===== src/rtl/waitstate_ctrl_pkg.sv =====
// rtl/waitstate_ctrl_pkg.sv - shared region/wait-state definitions
// Purpose: GBA memory region enum, FSM state enum, MEM_SIZE encodings and
//          the WAITCNT N/S decode constants shared by the wait-state logic.
// Ports:   none (package).
package waitstate_ctrl_pkg;

  localparam logic [1:0] MEM_SIZE_BYTE = 2'b00;
  localparam logic [1:0] MEM_SIZE_HALF = 2'b01;
  localparam logic [1:0] MEM_SIZE_WORD = 2'b10;

  typedef enum logic [3:0] {
    REG_BIOS,
    REG_EWRAM,
    REG_IWRAM,
    REG_IO,
    REG_PAL,
    REG_VRAM,
    REG_OAM,
    REG_WS0,
    REG_WS1,
    REG_WS2,
    REG_SRAM,
    REG_UNMAPPED
  } region_e;

  typedef enum logic {
    ST_IDLE = 1'b0,
    ST_WAIT = 1'b1
  } state_e;

  // Sequential-access wait when the WAITCNT S bit is set, and the slow
  // per-window value used when it is clear.
  localparam logic [4:0] S_FAST     = 5'd1;
  localparam logic [4:0] S_WS0_SLOW = 5'd2;
  localparam logic [4:0] S_WS1_SLOW = 5'd4;
  localparam logic [4:0] S_WS2_SLOW = 5'd8;

  // Non-sequential (and SRAM) wait for a 2-bit WAITCNT code.
  function automatic logic [4:0] n_code_wait(input logic [1:0] code);
    case (code)
      2'd0:    n_code_wait = 5'd4;
      2'd1:    n_code_wait = 5'd3;
      2'd2:    n_code_wait = 5'd2;
      default: n_code_wait = 5'd8;
    endcase
  endfunction

endpackage


===== src/rtl/waitstate_ctrl_region_decode.sv =====
// rtl/waitstate_ctrl_region_decode.sv - region decode and wait-count calculation
// Purpose: combinational decode of a CPU access into a memory region and the
//          number of wait cycles it costs.
// Ports:   i_addr    CPU address
//          i_size    MEM_SIZE_* access size
//          i_waitcnt WAITCNT register value
//          i_seq     access is classed sequential
//          o_region  decoded region
//          o_wait    wait cycles for this access
module ws_region_decode
  import waitstate_ctrl_pkg::*;
#(
  parameter int EWRAM_WAIT     = 2,
  parameter int VRAM_WORD_WAIT = 1,
  parameter int CNT_W          = 5
) (
  input  logic [31:0]      i_addr,
  input  logic [1:0]       i_size,
  input  logic [15:0]      i_waitcnt,
  input  logic             i_seq,
  output region_e          o_region,
  output logic [CNT_W-1:0] o_wait
);

  logic             w_is_word;
  logic [CNT_W-1:0] w_n;
  logic [CNT_W-1:0] w_s;
  logic             w_unused;

  assign w_is_word = (i_size == MEM_SIZE_WORD);
  assign w_unused  = ^{i_addr[23:0], i_waitcnt[15:11]};

  always_comb begin
    o_region = REG_UNMAPPED;
    if (i_addr[31:28] == 4'h0) begin
      case (i_addr[27:24])
        4'h0:        o_region = REG_BIOS;
        4'h2:        o_region = REG_EWRAM;
        4'h3:        o_region = REG_IWRAM;
        4'h4:        o_region = REG_IO;
        4'h5:        o_region = REG_PAL;
        4'h6:        o_region = REG_VRAM;
        4'h7:        o_region = REG_OAM;
        4'h8, 4'h9:  o_region = REG_WS0;
        4'hA, 4'hB:  o_region = REG_WS1;
        4'hC, 4'hD:  o_region = REG_WS2;
        4'hE, 4'hF:  o_region = REG_SRAM;
        default:     o_region = REG_UNMAPPED;
      endcase
    end
  end

  always_comb begin
    w_n    = '0;
    w_s    = '0;
    o_wait = '0;
    case (o_region)
      REG_WS0: begin
        w_n = CNT_W'(n_code_wait(i_waitcnt[3:2]));
        w_s = CNT_W'(i_waitcnt[4] ? S_FAST : S_WS0_SLOW);
      end
      REG_WS1: begin
        w_n = CNT_W'(n_code_wait(i_waitcnt[6:5]));
        w_s = CNT_W'(i_waitcnt[7] ? S_FAST : S_WS1_SLOW);
      end
      REG_WS2: begin
        w_n = CNT_W'(n_code_wait(i_waitcnt[9:8]));
        w_s = CNT_W'(i_waitcnt[10] ? S_FAST : S_WS2_SLOW);
      end
      default: begin
        w_n = '0;
        w_s = '0;
      end
    endcase

    case (o_region)
      // A ROM word is two 16-bit bus transfers; the second is always S.
      REG_WS0, REG_WS1, REG_WS2:
        o_wait = (i_seq ? w_s : w_n) + (w_is_word ? (w_s + CNT_W'(1)) : '0);
      REG_EWRAM:
        o_wait = w_is_word ? CNT_W'(2 * EWRAM_WAIT + 1) : CNT_W'(EWRAM_WAIT);
      REG_PAL, REG_VRAM:
        o_wait = w_is_word ? CNT_W'(VRAM_WORD_WAIT) : '0;
      REG_SRAM:
        o_wait = CNT_W'(n_code_wait(i_waitcnt[1:0]));
      default:
        o_wait = '0;
    endcase
  end

endmodule


===== src/rtl/waitstate_ctrl.sv =====
// rtl/waitstate_ctrl.sv - GBA bus wait-state controller
// Purpose: accepts a CPU access on every idle cycle, classes GamePak accesses
//          as sequential or not, stalls the core for the decoded wait count
//          and flags illegal writes. Optional macro WAITSTATE_STATS_EN adds
//          stall and ROM non-sequential counters.
// Ports:   i_clk, i_rst       clock, synchronous active-high reset
//          i_addr, i_size     CPU address and MEM_SIZE_* size
//          i_write            CPU write strobe
//          i_waitcnt          WAITCNT register value
//          o_pause            stall to core and memories
//          o_abort            one-cycle illegal-access flag
//          o_seq              last accepted access was sequential
//          o_stall_cycles     (stats) saturating count of paused cycles
//          o_rom_n_count      (stats) non-sequential ROM accesses
module waitstate_ctrl
  import waitstate_ctrl_pkg::*;
#(
  parameter int EWRAM_WAIT     = 2,
  parameter int VRAM_WORD_WAIT = 1,
  parameter int CNT_W          = 5
) (
  input  logic        i_clk,
  input  logic        i_rst,
  input  logic [31:0] i_addr,
  input  logic [1:0]  i_size,
  input  logic        i_write,
  input  logic [15:0] i_waitcnt,
`ifdef WAITSTATE_STATS_EN
  output logic [31:0] o_stall_cycles,
  output logic [31:0] o_rom_n_count,
`endif
  output logic        o_pause,
  output logic        o_abort,
  output logic        o_seq
);

  state_e           r_state;
  state_e           w_state_nxt;
  logic [CNT_W-1:0] r_cnt;
  logic [CNT_W-1:0] w_cnt_nxt;
  logic [31:0]      r_prev_addr;
  logic [1:0]       r_prev_size;
  region_e          r_prev_region;
  logic             r_prev_valid;
  logic             r_pause;
  logic             r_abort;
  logic             r_seq;

  region_e          w_region;
  logic [CNT_W-1:0] w_wait;
  logic             w_accept;
  logic             w_is_ws;
  logic             w_seq_now;
  logic             w_abort_now;
  logic [31:0]      w_next_addr;

  ws_region_decode #(
    .EWRAM_WAIT     (EWRAM_WAIT),
    .VRAM_WORD_WAIT (VRAM_WORD_WAIT),
    .CNT_W          (CNT_W)
  ) u_decode (
    .i_addr    (i_addr),
    .i_size    (i_size),
    .i_waitcnt (i_waitcnt),
    .i_seq     (w_seq_now),
    .o_region  (w_region),
    .o_wait    (w_wait)
  );

  assign w_accept    = (r_state == ST_IDLE);
  assign w_is_ws     = (w_region == REG_WS0) || (w_region == REG_WS1) ||
                       (w_region == REG_WS2);
  assign w_next_addr = r_prev_addr + ((r_prev_size == MEM_SIZE_WORD) ? 32'd4 : 32'd2);
  // Region decode does not depend on seq, so feeding seq back into the
  // decoder forms no combinational loop. A 128 KiB boundary restarts the
  // ROM burst and forces a non-sequential access.
  assign w_seq_now   = r_prev_valid && w_is_ws && (w_region == r_prev_region) &&
                       (i_addr == w_next_addr) && (i_addr[16:0] != 17'd0);
  // BIOS plus the upper half of the 0-1 window (addr[31:25]==0) and ROM are read-only.
  assign w_abort_now = i_write && ((i_addr[31:25] == 7'd0) || w_is_ws);

  always_comb begin
    w_state_nxt = r_state;
    w_cnt_nxt   = r_cnt;
    case (r_state)
      ST_IDLE: begin
        if (w_wait != '0) begin
          w_state_nxt = ST_WAIT;
          w_cnt_nxt   = w_wait;
        end
      end
      ST_WAIT: begin
        // <=1 rather than ==1 so a corrupted zero count can never wrap.
        if (r_cnt <= CNT_W'(1)) begin
          w_state_nxt = ST_IDLE;
          w_cnt_nxt   = '0;
        end else begin
          w_cnt_nxt   = r_cnt - CNT_W'(1);
        end
      end
      default: begin
        w_state_nxt = ST_IDLE;
        w_cnt_nxt   = '0;
      end
    endcase
  end

  always_ff @(posedge i_clk) begin
    if (i_rst) begin
      r_state       <= ST_IDLE;
      r_cnt         <= '0;
      r_prev_addr   <= '0;
      r_prev_size   <= MEM_SIZE_BYTE;
      r_prev_region <= REG_UNMAPPED;
      r_prev_valid  <= 1'b0;
      r_pause       <= 1'b0;
      r_abort       <= 1'b0;
      r_seq         <= 1'b0;
    end else begin
      r_state <= w_state_nxt;
      r_cnt   <= w_cnt_nxt;
      r_pause <= (w_state_nxt == ST_WAIT);
      r_abort <= w_accept && w_abort_now;
      if (w_accept) begin
        r_prev_addr   <= i_addr;
        r_prev_size   <= i_size;
        r_prev_region <= w_region;
        r_prev_valid  <= 1'b1;
        r_seq         <= w_seq_now;
      end
    end
  end

`ifdef WAITSTATE_STATS_EN
  logic [31:0] r_stall_cycles;
  logic [31:0] r_rom_n_count;

  always_ff @(posedge i_clk) begin
    if (i_rst) begin
      r_stall_cycles <= '0;
      r_rom_n_count  <= '0;
    end else begin
      if (r_pause && (r_stall_cycles != 32'hFFFF_FFFF))
        r_stall_cycles <= r_stall_cycles + 32'd1;
      if (w_accept && w_is_ws && !w_seq_now)
        r_rom_n_count <= r_rom_n_count + 32'd1;
    end
  end

  assign o_stall_cycles = r_stall_cycles;
  assign o_rom_n_count  = r_rom_n_count;
`endif

  assign o_pause = r_pause;
  assign o_abort = r_abort;
  assign o_seq   = r_seq;

endmodule

===== config.mk =====
export PLATFORM = sky130hd
export DESIGN_NAME = waitstate_ctrl
export DESIGN_NICKNAME = d
export VERILOG_FILES = /design/src/rtl/waitstate_ctrl_pkg.sv /design/src/rtl/waitstate_ctrl_region_decode.sv /design/src/rtl/waitstate_ctrl.sv
export SDC_FILE = /design/constraint.sdc
export NUM_CORES = 1
export LEC_CHECK = 0
export CAP_MARGIN = 10
export CORE_MARGIN = 8
export CORE_UTILIZATION = 63
export CTS_CLUSTER_DIAMETER = 150
export DETAILED_ROUTE_END_ITERATION = 8
export DONT_BUFFER_PORTS = 1
export PLACE_DENSITY = 0.82
export SYNTH_ARGS = -nofsm -noshare
export SYNTH_HDL_FRONTEND = slang
export SYNTH_SLANG_ARGS = --single-unit
export TNS_END_PERCENT = 5

===== constraint.sdc =====
create_clock -name i_clk -period 6.55 [get_ports i_clk]
set_input_delay 1.31 -clock i_clk [delete_from_list [all_inputs] [get_ports i_clk]]
set_output_delay 1.31 -clock i_clk [all_outputs]
set_load 0.02 [all_outputs]

Yosys cells after proc, flatten, opt, wreduce, memory -nomap -nowiden

Memories as Yosys holds them, arrays and structs flattened.
Cells that the tools add are included.

Bits in registers: 47
Bits in read-only memories: 64
Input port bits: 53
Output and inout port bits: 3
Word-level logic and storage cells: 76
Memories kept: 1

Add/sub/neg operators: 4
Magnitude comparators: 1
Equality and inequality tests: 20
Muxes and demuxes: 22
Bitwise operators: 1
Reductions and logical operators: 19

Memory list:

| memory          | words | bits a word | rd ports | clocked after Yosys merged registers in | wr ports | RTL line                           | text |
|---|---|---|---|---|---|---|---|
| (no name shown) | 16    | 4           | 1        | 0                                       | 0        | waitstate_ctrl_region_decode.sv:36 | `case (i_addr[27:24])` |

Operators with widths:

| operator              | count |
|---|---|
| $pmux W4 S3           | 4 |
| $add A32 B3 Y32       | 1 |
| $eq A32 B32 Y1        | 1 |
| $pmux W5 S3           | 2 |
| $mux W5               | 4 |
| $pmux W5 S4           | 1 |
| $reduce_bool A17 Y1   | 1 |
| $eq A2 B2 Y1 const B  | 6 |
| $eq A4 B3 Y1 const B  | 3 |
| $eq A4 B4 Y1 const B  | 3 |
| $pmux W5 S2           | 1 |
| $mux W3               | 3 |
| $eq A2 B1 Y1 const B  | 4 |
| $logic_not A2 Y1      | 4 |
| $mux W4               | 2 |
| $logic_not A7 Y1      | 1 |
| $logic_and A1 B1 Y1   | 6 |
| $add A5 B1 Y5 const B | 1 |
| $add A5 B5 Y5         | 1 |
| $le A5 B1 Y1 const B  | 1 |
| $reduce_bool A5 Y1    | 1 |
| $sub A5 B1 Y5 const B | 1 |
| $eq A4 B1 Y1 const B  | 1 |
| $eq A4 B4 Y1          | 1 |
| other kinds (9)       | 13 |

Logic depth before layout (Yosys ltp)

Gate-level depths: netlist (run 1).

Depth in word-level cells: 15
Gate-level depth with buffers: 21
Gate-level depth less buffers: 20

Hierarchy

From an unflattened synthesis (run 1), not the netlist that was laid out.

Cells, all modules: 516
Area total of the unflattened synthesis: 4,134.0 µm²

Modules (own cells, without submodules):

| module           | times used | cells an instance | area each (µm²) | seq. area each (µm²) |
|---|---|---|---|---|
| waitstate_ctrl   | 1          | 384               | 3,161.8         | 940.9 |
| ws_region_decode | 1          | 132               | 972.2           | 0.0 |

Worst setup path after synthesis (run 1)

OpenSTA, ideal clock, no wires.

Kind: input to register
Start point: input i_addr[26]
End point: register r_cnt[1]
Arrival time: 5.496 ns
Setup slack: 0.988 ns
Stages: 21
Path buffers: 2
Path through: clkbuf_1 -> inv_1 -> ha_1 -> nor2b_1 -> a31oi_1 -> a21oi_1 -> and2_1 -> clkbuf_1 -> nand4_1 -> nor4_1 -> nand4_4 -> mux2_4 -> ha_1 -> fa_1 -> a21o_1 -> a21oi_1 -> nand2b_1 -> a221o_1 -> nor4_4 -> a221oi_1 -> nor2_1

Cells in the longest elaborated chain, start to end: 14
Elaborated cells between the ends (all ways): 30

RTL lines:

| what                                                         | RTL line                           | text |
|---|---|---|
| start, declared                                              | waitstate_ctrl.sv:24               | `input logic [31:0] i_addr,` |
| branches (longest 11 deep; another with $add A5 B1 Y5)       | n/a                                |  |
| $pmux W5 S4 *                                                | waitstate_ctrl_region_decode.sv:76 | `case (o_region)` |
| $reduce_bool A5 Y1 or $mux W5 (tied branches)                | waitstate_ctrl.sv:87               | `if (w_wait != '0) begin` |
| $ne A2 B1 Y1 (no source line) or $pmux W5 S2 (tied branches) | n/a                                |  |
| end signal, assigned                                         | waitstate_ctrl.sv:121              | `r_cnt <= w_cnt_nxt;` |
| end, declared                                                | waitstate_ctrl.sv:39               | `logic [CNT_W-1:0] r_cnt;` |

Every way passes the cells marked *. The select of a mux whose other input is x is not followed.
A chain may end at the register's enable or synchronous reset.

Worst setup path in the final report (run 1)

Start point: input i_addr[25]
End point: register r_cnt[1]

Same word-level chain as after synthesis.

==> impl_metrics.py, run 1 <==
metrics = {
    "setup_path": {
        "r2r-start": "r_prev_size[0]$_SDFFE_PP0N_",
        "slowest_delay_ns": 0.41,
        "endpoint_kind": "flip-flop",
        "crit_type": "input pin to flip-flop",
        "crit_chain": "inv_1 -> ha_1 -> or3b_1 -> o21a_1 -> a21oi_1 -> and2_1 -> nand4_1 -> nor4_1 -> nand4_4 -> mux2_4 -> ha_1 -> fa_1 -> a21o_1 -> a21oi_1 -> nand2b_1 -> a221o_1 -> nor4_4 -> a221oi_1 -> nor2_1",
        "slowest_stage": "nor4_1",
        "worst_ep_arrival_time_ns": 5.92,
        "required_ns": 6.80,
        "r2r_cells": 18,
        "cp-start-kind": "input pin",
        "crit_fanout": 7,
        "reg2reg_to": "r_cnt[1]$_SDFFE_PP0P_",
        "cp_top_family": "simple AND/OR/NAND/NOR gates",
        "reg2reg_setup_slack_ns": 0.90,
        "crit_buf_inv": 1,
        "cp_num_cells": 19,
    },
    "power_and_ir_drop": {
        "internal_power_mw": 0.469,
        "swShare_pct": 29.4,
        "power.switching_mw": 0.195,
        "irDropWorstVdd_uv": 111,
        "total_power_mw": 0.664,
        "sequentialPowerShare_pct": 48.2,
        "p_per_area_mw_per_mm2": 153,
        "leakagePower_nw": 1.70,
        "comb_power_share_pct": 17.9,
        "power_frac_clock_pct": 33.9,
    },
    "yosys": {
        "avgSynthCellArea_um2": 8.21,
        "synthFlopType": "dfxtp_1",
        "synth-seq-area-share_pct": 22.3,
        "synth_top_area_share_pct": 22.3,
        "post-synth-top-area-cell": "dfxtp_1",
        "syn-instance-count": 513,
        "post-synth-top-count-cell": "nor2_1",
        "synth-seq-cells": 47,
        "synthTopCellsByCount": "nor2_1, dfxtp_1, mux2i_1, nand2_1, ha_1",
        "syn-cell-area_mm2": 0.00421,
        "synth-edff-count": 0,
        "yosysWarnings": 0,
        "async_reset_ff_share_pct": 0,
        "syn-num-nets": 593,
        "ys_types": 74,
        "synthTopCellsByArea": "dfxtp_1, mux2i_1, ha_1, nor2_1, xor2_1",
    },
    "drt": {
        "drt_iter0_drc": 359,
        "drc_errors": 0,
        "wl_per_cell_um": 17.7,
        "final_antenna_net_count": 0,
        "wirelength_mm": 10.3,
        "viasPerCell": 6.66,
        "drtPass1Iterations": 5,
        "via_count": 3867,
    },
    "timing": {
        "finalSetupViolCount": 0,
        "rsz0062_at_grt": "no",
        "fmax_ghz": 0.176,
        "fin_setup_tns_ns": 0,
        "fin_crit_ns": 5.67,
        "hold_viol": 0,
        "relSlewSlack_pct": 38.5,
        "holdWs_ns": 0.471,
        "skew_ns": 0.0101,
        "worst_slew_pin_slew_ns": 0.911,
        "slew_viol_final": 0,
        "post-route-period-util_pct": 86.6,
    },
    "global_route": {
        "grt_first_pass_wirelength_mm": 16.9,
        "grt_usage_pct": 20.7,
        "grt.overflow.total": 0,
        "antenna_found_initial": 0,
        "first_global_vias": 3579,
        "grt_max_degree": 49,
    },
    "place": {
        "hpwl_mm": 7.77,
        "place_congestion": 0.895,
        "place.port_buffers": 0,
    },
    "finish": {
        "drive_gt1_share_pct": 5.79,
        "final_nets": 580,
        "fill_cells": 569,
        "area_growth_pct": 3.21,
        "num_antenna_cells": 0,
    },
    "clock_tree": {
        "cts-buffers-inserted": 5,
        "clock-root-buffer": "clkbuf_8",
        "cts_tree": "done",
        "htree_num_levels": 2,
        "cts_setup_buffers": 0,
        "postCtsHoldBufs": 0,
        "cts-resized-gates": 0,
        "clk_latency_ns": 0.31,
        "clk_pin_slew_worst_paths_ns": 0.10,
        "cts.sinks": 47,
        "clockBufferDepth": 2,
    },
    "worst_hold_path": {
        "whs_path_depth": 2,
        "hp-start": "r_prev_valid$_SDFFE_PP0N_",
        "min_to": "r_prev_valid$_SDFFE_PP0N_",
        "hold_class": "flip-flop to flip-flop",
    },
    "floorplan": {
        "dieArea_mm2": 0.00956,
        "core_area_mm2": 0.00664,
        "initial_core_util_pct": 63.4,
        "die_x_um": 97.8,
        "pin_count": 56,
        "die_height_um": 97.8,
        "rows": 30,
    },
    "outcome": {
        "status": "finished clean",
    },
    "run": {
        "drv_cap": 0,
    },
}
-- registers in the layout, summed over array words and instances, names as in the netlist --
name	count
o_abort	1
o_pause	1
o_seq	1
r_cnt	5
r_prev_addr	32
r_prev_region	4
r_prev_size	2
r_prev_valid	1
-- cells in the final DEF, fill, tap and decap left out, types with 11 or more instances in the layout --
cell       n
ha_1      25
inv_1     22
xor2_1    19
nor2_1    59
dfxtp_1   46
nand2b_1  11
xnor2_1   18
nand2_1   29
a21oi_1   18
mux2i_1   44
o21ai_0   14
nand3_1   19
nor4_1    17
-- logic make-up after synthesis --
| logic type | count (synthesis) | synth area share [%] |
|---|---|---|
| muxes | 47 | 11.4 |
| AOI/OAI and AO/OA | 92 | 15.7 |
| xor gates and xnor gates | 37 | 7.69 |
| adders and majority gates | 27 | 8.38 |
| DFF | 47 | 22.3 |
| buffers and inverters | 45 | 4.34 |
| and+or+nand+nor | 218 | 30.1 |
-- per-layer routing --
layer	global-route usage, %	wire [µm]	vias to the layer above	share of wire, %
met5	0	0	-	0
met4	5.64	171	0	1.7
li1	-	-	1871	-
met1	26.0	4470	1798	44
met3	5.26	828	22	8.1
met2	34.1	4810	176	47
-- worst register-to-register path, cell delays in order, from the launching register on --
cell and delay [ns]:
dfxtp_1 0.33, nand2b_1 0.14, ha_1 0.23, fa_1 0.31, nand4_1 0.15, nor3_1 0.69
nand2_1 0.23, o41ai_1 0.78, nand4_4 0.29, mux2_4 0.37, ha_1 0.21, fa_1 0.41
a21o_1 0.20, a21oi_1 0.21, nand2b_1 0.08, a221o_1 0.33, nor4_4 0.37, a221oi_1 0.15
nor2_1 0.13
-- final cells by class --
type                       count  area (µm²)  area share (%)
inverter                      23        86.3            1.99
timing repair buffer           2        15.0           0.345
sequential                    47         942            21.7
tap                           80         100            2.30
clock buffer                   5        68.8            1.58
clock inverter                 3        46.3            1.07
multi-input combinational    421        3090            71.0
-- worst max-delay path by stage --
stage	startpoint	end	slack (ns)
after detailed placement	i_addr[25]	r_cnt[1]$_SDFFE_PP0P_	0.61
after CTS	i_addr[25]	r_cnt[1]$_SDFFE_PP0P_	0.89
after floorplan	i_addr[26]	r_cnt[1]$_SDFFE_PP0P_	0.99
after global placement	i_addr[25]	r_cnt[1]$_SDFFE_PP0P_	0.70
final	i_addr[25]	r_cnt[1]$_SDFFE_PP0P_	0.88
after global routing	r_prev_size[0]$_SDFFE_PP0N_	r_cnt[1]$_SDFFE_PP0P_	0.42
-- through the flow --
stage	worst slack [ns]	utilization (%)	std cells	cell area, µm²
final	0.877	65.4	581	4350
after global routing	0.419	65.4	581	4350
after CTS	0.894	65.4	581	4350
after detailed placement	0.611	63.7	573	4230
after global placement	0.701	63.7	573	4230
after floorplan	0.988	-	513	4210
-- power groups by stage --
stage	Clock, mW	Combinational, mW	Sequential, mW
after floorplan	0	0.106	0.318
after global placement	0	0.112	0.325
after detailed placement	0	0.117	0.326
after CTS	0.228	0.118	0.320
after global routing	0.239	0.131	0.323
final	0.225	0.119	0.320
(Power assumes the default switching activity.)
==> run 2: changes to the inputs <==
--- a/config.mk
+++ b/config.mk
@@ -8,6 +8,7 @@
 export CAP_MARGIN = 10
 export CORE_MARGIN = 8
 export CORE_UTILIZATION = 63
+export CTS_BUF_LIST = sky130_fd_sc_hd__clkbuf_4
 export CTS_CLUSTER_DIAMETER = 150
 export DETAILED_ROUTE_END_ITERATION = 8
 export DONT_BUFFER_PORTS = 1
==> run 2 against run 1 <==
Against the previous run: sequential share of layout area rose by 0.16 points; largest power group unchanged; utilization is 0.47 points lower; critical path depth decreased by 1; maximum frequency decreased by 0.11%; largest cell class unchanged; critical endpoint unchanged; clock-buffer cell count stayed put.
==> impl_metrics.py, run 2 (synthesis results as in run 1) <==
metrics = {
    "power_and_ir_drop": {
        "swShare_pct": 30.8,
        "comb_power_share_pct": 19.0,
        "power_frac_clock_pct": 30.1,
        "internal_power_mw": 0.436,
        "sequentialPowerShare_pct": 50.9,
        "irDropWorstVdd_uv": 95.7,
        "power.switching_mw": 0.194,
        "p_per_area_mw_per_mm2": 146,
        "leakagePower_nw": 1.68,
    },
    "timing": {
        "skew_ns": 0.0120,
        "fin_crit_ns": 5.68,
        "post-route-period-util_pct": 86.7,
        "relSlewSlack_pct": 38.6,
        "fmax_ghz": 0.176,
        "worst_slew_pin_slew_ns": 0.909,
        "fin_setup_tns_ns": 0,
        "slew_viol_final": 0,
        "finalSetupViolCount": 0,
        "holdWs_ns": 0.477,
        "hold_viol": 0,
        "rsz0062_at_grt": "no",
    },
    "floorplan": {
        "initial_core_util_pct": 63.4,
        "rows": 30,
        "die_x_um": 97.8,
        "core_area_mm2": 0.00664,
        "die_height_um": 97.8,
        "dieArea_mm2": 0.00956,
        "pin_count": 56,
    },
    "setup_path": {
        "cp-start-kind": "flip-flop",
        "crit_type": "flip-flop to flip-flop",
        "slowest_stage": "o41ai_1",
        "endpoint_kind": "flip-flop",
        "slowest_delay_ns": 0.78,
        "required_ns": 6.88,
        "crit_chain": "nand2b_1 -> ha_1 -> fa_1 -> nand4_1 -> nor3_1 -> nand2_1 -> o41ai_1 -> nand4_4 -> mux2_4 -> ha_1 -> fa_1 -> a21o_1 -> a21oi_1 -> nand2b_1 -> a221o_1 -> nor4_4 -> a221oi_1 -> nor2_1",
        "worst_ep_arrival_time_ns": 6.01,
        "crit_fanout": 7,
    },
    "finish": {
        "num_antenna_cells": 0,
        "reg_top3": "r_prev_addr (32), r_cnt (5), r_prev_region (4)",
        "register_area_um2": 942,
        "final_common_cell": "nor2_1",
        "multi_input_comb_area_mm2": 0.00309,
        "final_cell_mix": "nor2_1, dfxtp_1, mux2i_1",
        "area_growth_pct": 2.47,
        "largest-register": "r_prev_addr",
        "final_nets": 580,
        "largest_register_ffs": 32,
        "drive_gt1_share_pct": 5.79,
        "fill_cells": 578,
    },
    "clock_tree": {
        "cts_tree": "done",
        "cts-resized-gates": 0,
        "clk_pin_slew_worst_paths_ns": 0.16,
        "clk_latency_ns": 0.38,
        "htree_num_levels": 2,
        "clock-root-buffer": "clkbuf_4",
        "cts_setup_buffers": 0,
        "cts.sinks": 47,
        "clockBufferDepth": 2,
        "postCtsHoldBufs": 0,
        "cts-buffers-inserted": 5,
    },
    "place": {
        "hpwl_mm": 7.77,
        "place_congestion": 0.895,
        "place.port_buffers": 0,
    },
    "drt": {
        "wl_per_cell_um": 17.7,
        "final_antenna_net_count": 0,
        "drtPass1Iterations": 6,
        "via_count": 3860,
        "drt_iter0_drc": 292,
        "drc_errors": 0,
        "viasPerCell": 6.64,
        "wirelength_mm": 10.3,
    },
    "worst_hold_path": {
        "hold_class": "flip-flop to flip-flop",
    },
    "run": {
        "drv_cap": 0,
    },
    "global_route": {
        "first_global_vias": 3561,
        "grt_first_pass_wirelength_mm": 16.8,
        "antenna_found_initial": 0,
        "grt.overflow.total": 0,
        "grt_max_degree": 49,
        "grt_usage_pct": 20.6,
    },
    "outcome": {
        "status": "finished clean",
    },
}
-- run 2: cell counts in the layout (fill, tap and decap cells not counted) --
No cell type changed its count.
-- run 2: area by class of cell --
cell class                 instances  share of cell area [%]
inverter                          23                    2.00
sequential                        47                    21.8
timing repair buffer               2                   0.348
clock inverter                     3                    1.07
tap                               80                    2.32
multi-input combinational        421                    71.6
clock buffer                       5                   0.870
-- run 2: critical path: cells and delay by family (launching register included) --
kind                       cells  cell delay [ns]
muxes                          1             0.36
adders and majority gates      4             1.15
AOI/OAI and AO/OA              5             1.66
and+or+nand+nor                8             2.09
DFF                            1             0.35
-- run 2: power by group through the flow --
stage | logic (mW) | registers [mW] | clock network [mW]
CTS | 0.118 | 0.320 | 0.190
floorplan | 0.106 | 0.318 | 0
global route | 0.132 | 0.323 | 0.200
finish | 0.120 | 0.321 | 0.190
global placement | 0.112 | 0.325 | 0
detailed placement | 0.117 | 0.326 | 0
-- run 2: metal layers --
metal / track usage [%] / vias up / routed length (µm)
li1: - / 1875 / -
met1: 25.9 / 1829 / 4540
met2: 33.9 / 140 / 4890
met3: 5.12 / 16 / 763
met4: 5.76 / 0 / 109
met5: 0 / - / 0
-- run 2: worst paths after layout --
path | startpoint | to | slack, ns | cells past startpoint
worst max-delay path | r_prev_size[0]$_SDFFE_PP0N_ | r_cnt[1]$_SDFFE_PP0P_ | 0.87 | 18
worst min-delay path | r_prev_valid$_SDFFE_PP0N_ | r_prev_valid$_SDFFE_PP0N_ | 0.48 | 2
worst max register to register | r_prev_size[0]$_SDFFE_PP0N_ | r_cnt[1]$_SDFFE_PP0P_ | 0.87 | 18
worst min register to register | r_prev_valid$_SDFFE_PP0N_ | r_prev_valid$_SDFFE_PP0N_ | 0.48 | 2
-- run 2: metrics by stage --
step                      cell area, µm²  util [%]  cells  setup WS [ns]  total power [mW]
after global routing                4320      65.0    581          0.407             0.655
after global placement              4230      63.7    573          0.701             0.438
after detailed placement            4230      63.7    573          0.611             0.443
final                               4320      65.0    581          0.871             0.630
after floorplan                     4210         -    513          0.988             0.424
after CTS                           4320      65.0    581          0.963             0.628
==> run 3: changes to the inputs <==
--- a/config.mk
+++ b/config.mk
@@ -13,6 +13,8 @@
 export DETAILED_ROUTE_END_ITERATION = 8
 export DONT_BUFFER_PORTS = 1
 export PLACE_DENSITY = 0.82
+export RECOVER_POWER = 25
+export SKIP_CTS_REPAIR_TIMING = 1
 export SYNTH_ARGS = -nofsm -noshare
 export SYNTH_HDL_FRONTEND = slang
 export SYNTH_SLANG_ARGS = --single-unit
==> run 3 against run 2 <==
Against the previous run: the flow now finishes with violations (max-capacitance violations, max-slew violations); sequential share of layout area barely moved; first-iteration DRC count rose by 1.0%; clock skew barely moved; routed wire length fell by 0.14%; clock-buffer cell count did not move.
==> impl_metrics.py, run 3 (synthesis results as in run 1) <==
metrics = {
    "clock_tree": {
        "cts.sinks": 47,
        "clk_latency_ns": 0.38,
        "clockBufferDepth": 2,
        "clk_pin_slew_worst_paths_ns": 0.16,
        "clock-root-buffer": "clkbuf_4",
        "cts_tree": "done",
        "htree_num_levels": 2,
        "cts-buffers-inserted": 5,
    },
    "outcome": {
        "violations": "max-capacitance violations, max-slew violations",
        "status": "finished, violations left",
    },
    "timing": {
        "rsz0062_at_grt": "no",
        "holdWs_ns": 0.477,
        "finalSetupViolCount": 0,
        "fin_crit_ns": 5.76,
        "slew_viol_final": 49,
        "fmax_ghz": 0.173,
        "relSlewSlack_pct": -98.9,
        "post-route-period-util_pct": 88.0,
        "worst_slew_pin_slew_ns": 2.98,
        "fin_setup_tns_ns": 0,
        "skew_ns": 0.0118,
        "hold_viol": 0,
    },
    "finish": {
        "num_antenna_cells": 0,
        "final_cell_mix": "nor2_1, dfxtp_1, mux2i_1",
        "area_growth_pct": 2.35,
        "reg_top3": "r_prev_addr (32), r_cnt (5), r_prev_region (4)",
        "largest-register": "r_prev_addr",
        "largest_register_ffs": 32,
        "fill_cells": 578,
        "finalNonFillerCells": 581,
        "final_nets": 580,
        "final_common_cell": "nor2_1",
        "stdcell_area_mm2": 0.00431,
        "drive_gt1_share_pct": 5.39,
    },
    "floorplan": {
        "dieArea_mm2": 0.00956,
        "die_x_um": 97.8,
        "initial_core_util_pct": 63.4,
        "die_height_um": 97.8,
        "core_area_mm2": 0.00664,
        "pin_count": 56,
        "rows": 30,
    },
    "setup_path": {
        "r2r-start": "r_prev_size[0]$_SDFFE_PP0N_",
        "required_ns": 6.87,
        "critPathLaunch": "r_prev_size[0]$_SDFFE_PP0N_",
        "cp_num_cells": 18,
        "slowest_delay_ns": 0.78,
        "cp_top_family": "simple AND/OR/NAND/NOR gates",
        "cp-start-kind": "flip-flop",
        "crit_end": "r_cnt[1]$_SDFFE_PP0P_",
        "slowest_stage": "o41ai_1",
        "reg2reg_to": "r_cnt[1]$_SDFFE_PP0P_",
        "endpoint_kind": "flip-flop",
        "crit_type": "flip-flop to flip-flop",
        "reg2reg_setup_slack_ns": 0.79,
        "crit_chain": "nand2b_1 -> ha_1 -> fa_1 -> nand4_1 -> nor3_1 -> nand2_1 -> o41ai_1 -> nand4_4 -> mux2_4 -> ha_1 -> fa_1 -> a21o_1 -> a21oi_1 -> nand2b_1 -> a221o_1 -> nor4_4 -> a221oi_1 -> nor2_1",
        "crit_buf_inv": 0,
        "crit_fanout": 7,
        "r2r_cells": 18,
        "worst_ep_arrival_time_ns": 6.08,
    },
    "power_and_ir_drop": {
        "leakagePower_nw": 1.68,
        "comb_power_share_pct": 19.1,
        "internal_power_mw": 0.437,
        "swShare_pct": 30.7,
        "power_frac_clock_pct": 30.0,
        "p_per_area_mw_per_mm2": 146,
        "irDropWorstVdd_uv": 95.7,
        "sequentialPowerShare_pct": 50.8,
        "power.switching_mw": 0.193,
    },
    "global_route": {
        "first_global_vias": 3561,
        "grt_usage_pct": 20.6,
        "antenna_found_initial": 0,
        "grt_max_degree": 49,
        "grt.overflow.total": 0,
        "grt_first_pass_wirelength_mm": 16.8,
    },
    "drt": {
        "via_count": 3858,
        "wl_per_cell_um": 17.7,
        "wirelength_mm": 10.3,
        "drtPass1Iterations": 6,
        "drc_errors": 0,
        "final_antenna_net_count": 0,
        "drt_iter0_drc": 295,
        "viasPerCell": 6.64,
    },
    "worst_hold_path": {
        "hold_class": "flip-flop to flip-flop",
    },
    "place": {
        "place.port_buffers": 0,
        "hpwl_mm": 7.77,
        "place_congestion": 0.895,
        "dp_cells": 573,
        "dpl-instance-area_mm2": 0.00423,
    },
    "run": {
        "drv_cap": 1,
    },
}
==> run 3: cell count changes in the layout (fill, tap and decap cells not counted), sizes merged <==
cell,delta
clkbuf,+1
buf,-1
==> run 3: metal layers <==
metal  vias to the layer above  part of all wire [%]  track usage (%)
met2                       140                    47             33.9
met3                        16                   7.4             5.12
met5                         -                     0                0
li1                       1875                     -                -
met1                      1827                    44             25.9
met4                         0                   1.1             5.76
==> run 3: power groups by stage <==
stage          Clock (mW)  Combinational, mW  Sequential [mW]
2_1_floorplan           0              0.106            0.318
3_3_place_gp            0              0.112            0.325
3_5_place_dp            0              0.117            0.326
4_1_cts             0.190              0.118            0.320
5_1_grt             0.200              0.133            0.323
6_report            0.189              0.121            0.320
==> run 3: layout make-up <==
class,count,area [µm²],area share [%]
multi-input combinational,421,3090,71.6
sequential,47,941,21.8
tap,80,100,2.32
inverter,23,86.3,2.00
clock inverter,3,46.3,1.07
clock buffer,5,37.5,0.871
timing repair buffer,2,11.3,0.261
==> run 3: worst reg2reg max path, stage by stage (launching register included) <==
cell      delay [ns]
dfxtp_1         0.35
nand2b_1        0.14
ha_1            0.23
fa_1            0.31
nand4_1         0.15
nor3_1          0.71
nand2_1         0.23
o41ai_1         0.78
nand4_4         0.28
mux2_4          0.37
ha_1            0.21
fa_1            0.41
a21o_1          0.20
a21oi_1         0.20
nand2b_1        0.08
a221o_1         0.33
nor4_4          0.37
a221oi_1        0.15
nor2_1          0.20
==> run 3: worst min path at each step <==
| stage | start | endpoint | slack (ns) | depth (start not counted) |
|---|---|---|---|---|
| 6_report | r_prev_valid$_SDFFE_PP0N_ | r_prev_valid$_SDFFE_PP0N_ | 0.48 | 2 |
| 5_1_grt | r_prev_valid$_SDFFE_PP0N_ | r_prev_valid$_SDFFE_PP0N_ | 0.50 | 2 |
| 4_1_cts | r_prev_valid$_SDFFE_PP0N_ | r_prev_valid$_SDFFE_PP0N_ | 0.48 | 2 |
| 3_5_place_dp | r_prev_valid$_SDFFE_PP0N_ | r_prev_valid$_SDFFE_PP0N_ | 0.46 | 2 |
| 3_3_place_gp | r_prev_valid$_SDFFE_PP0N_ | r_prev_valid$_SDFFE_PP0N_ | 0.44 | 2 |
| 2_1_floorplan | r_prev_valid$_SDFFE_PP0N_ | r_prev_valid$_SDFFE_PP0N_ | 0.44 | 2 |
==> run 3: stage by stage <==
| step | power [mW] | setup WS, ns | util, % |
|---|---|---|---|
| 2_1_floorplan | 0.424 | 0.988 | - |
| 3_3_place_gp | 0.438 | 0.701 | 63.7 |
| 3_5_place_dp | 0.443 | 0.611 | 63.7 |
| 4_1_cts | 0.628 | 0.963 | 65.0 |
| 5_1_grt | 0.656 | 0.305 | 64.9 |
| 6_report | 0.630 | 0.786 | 64.9 |
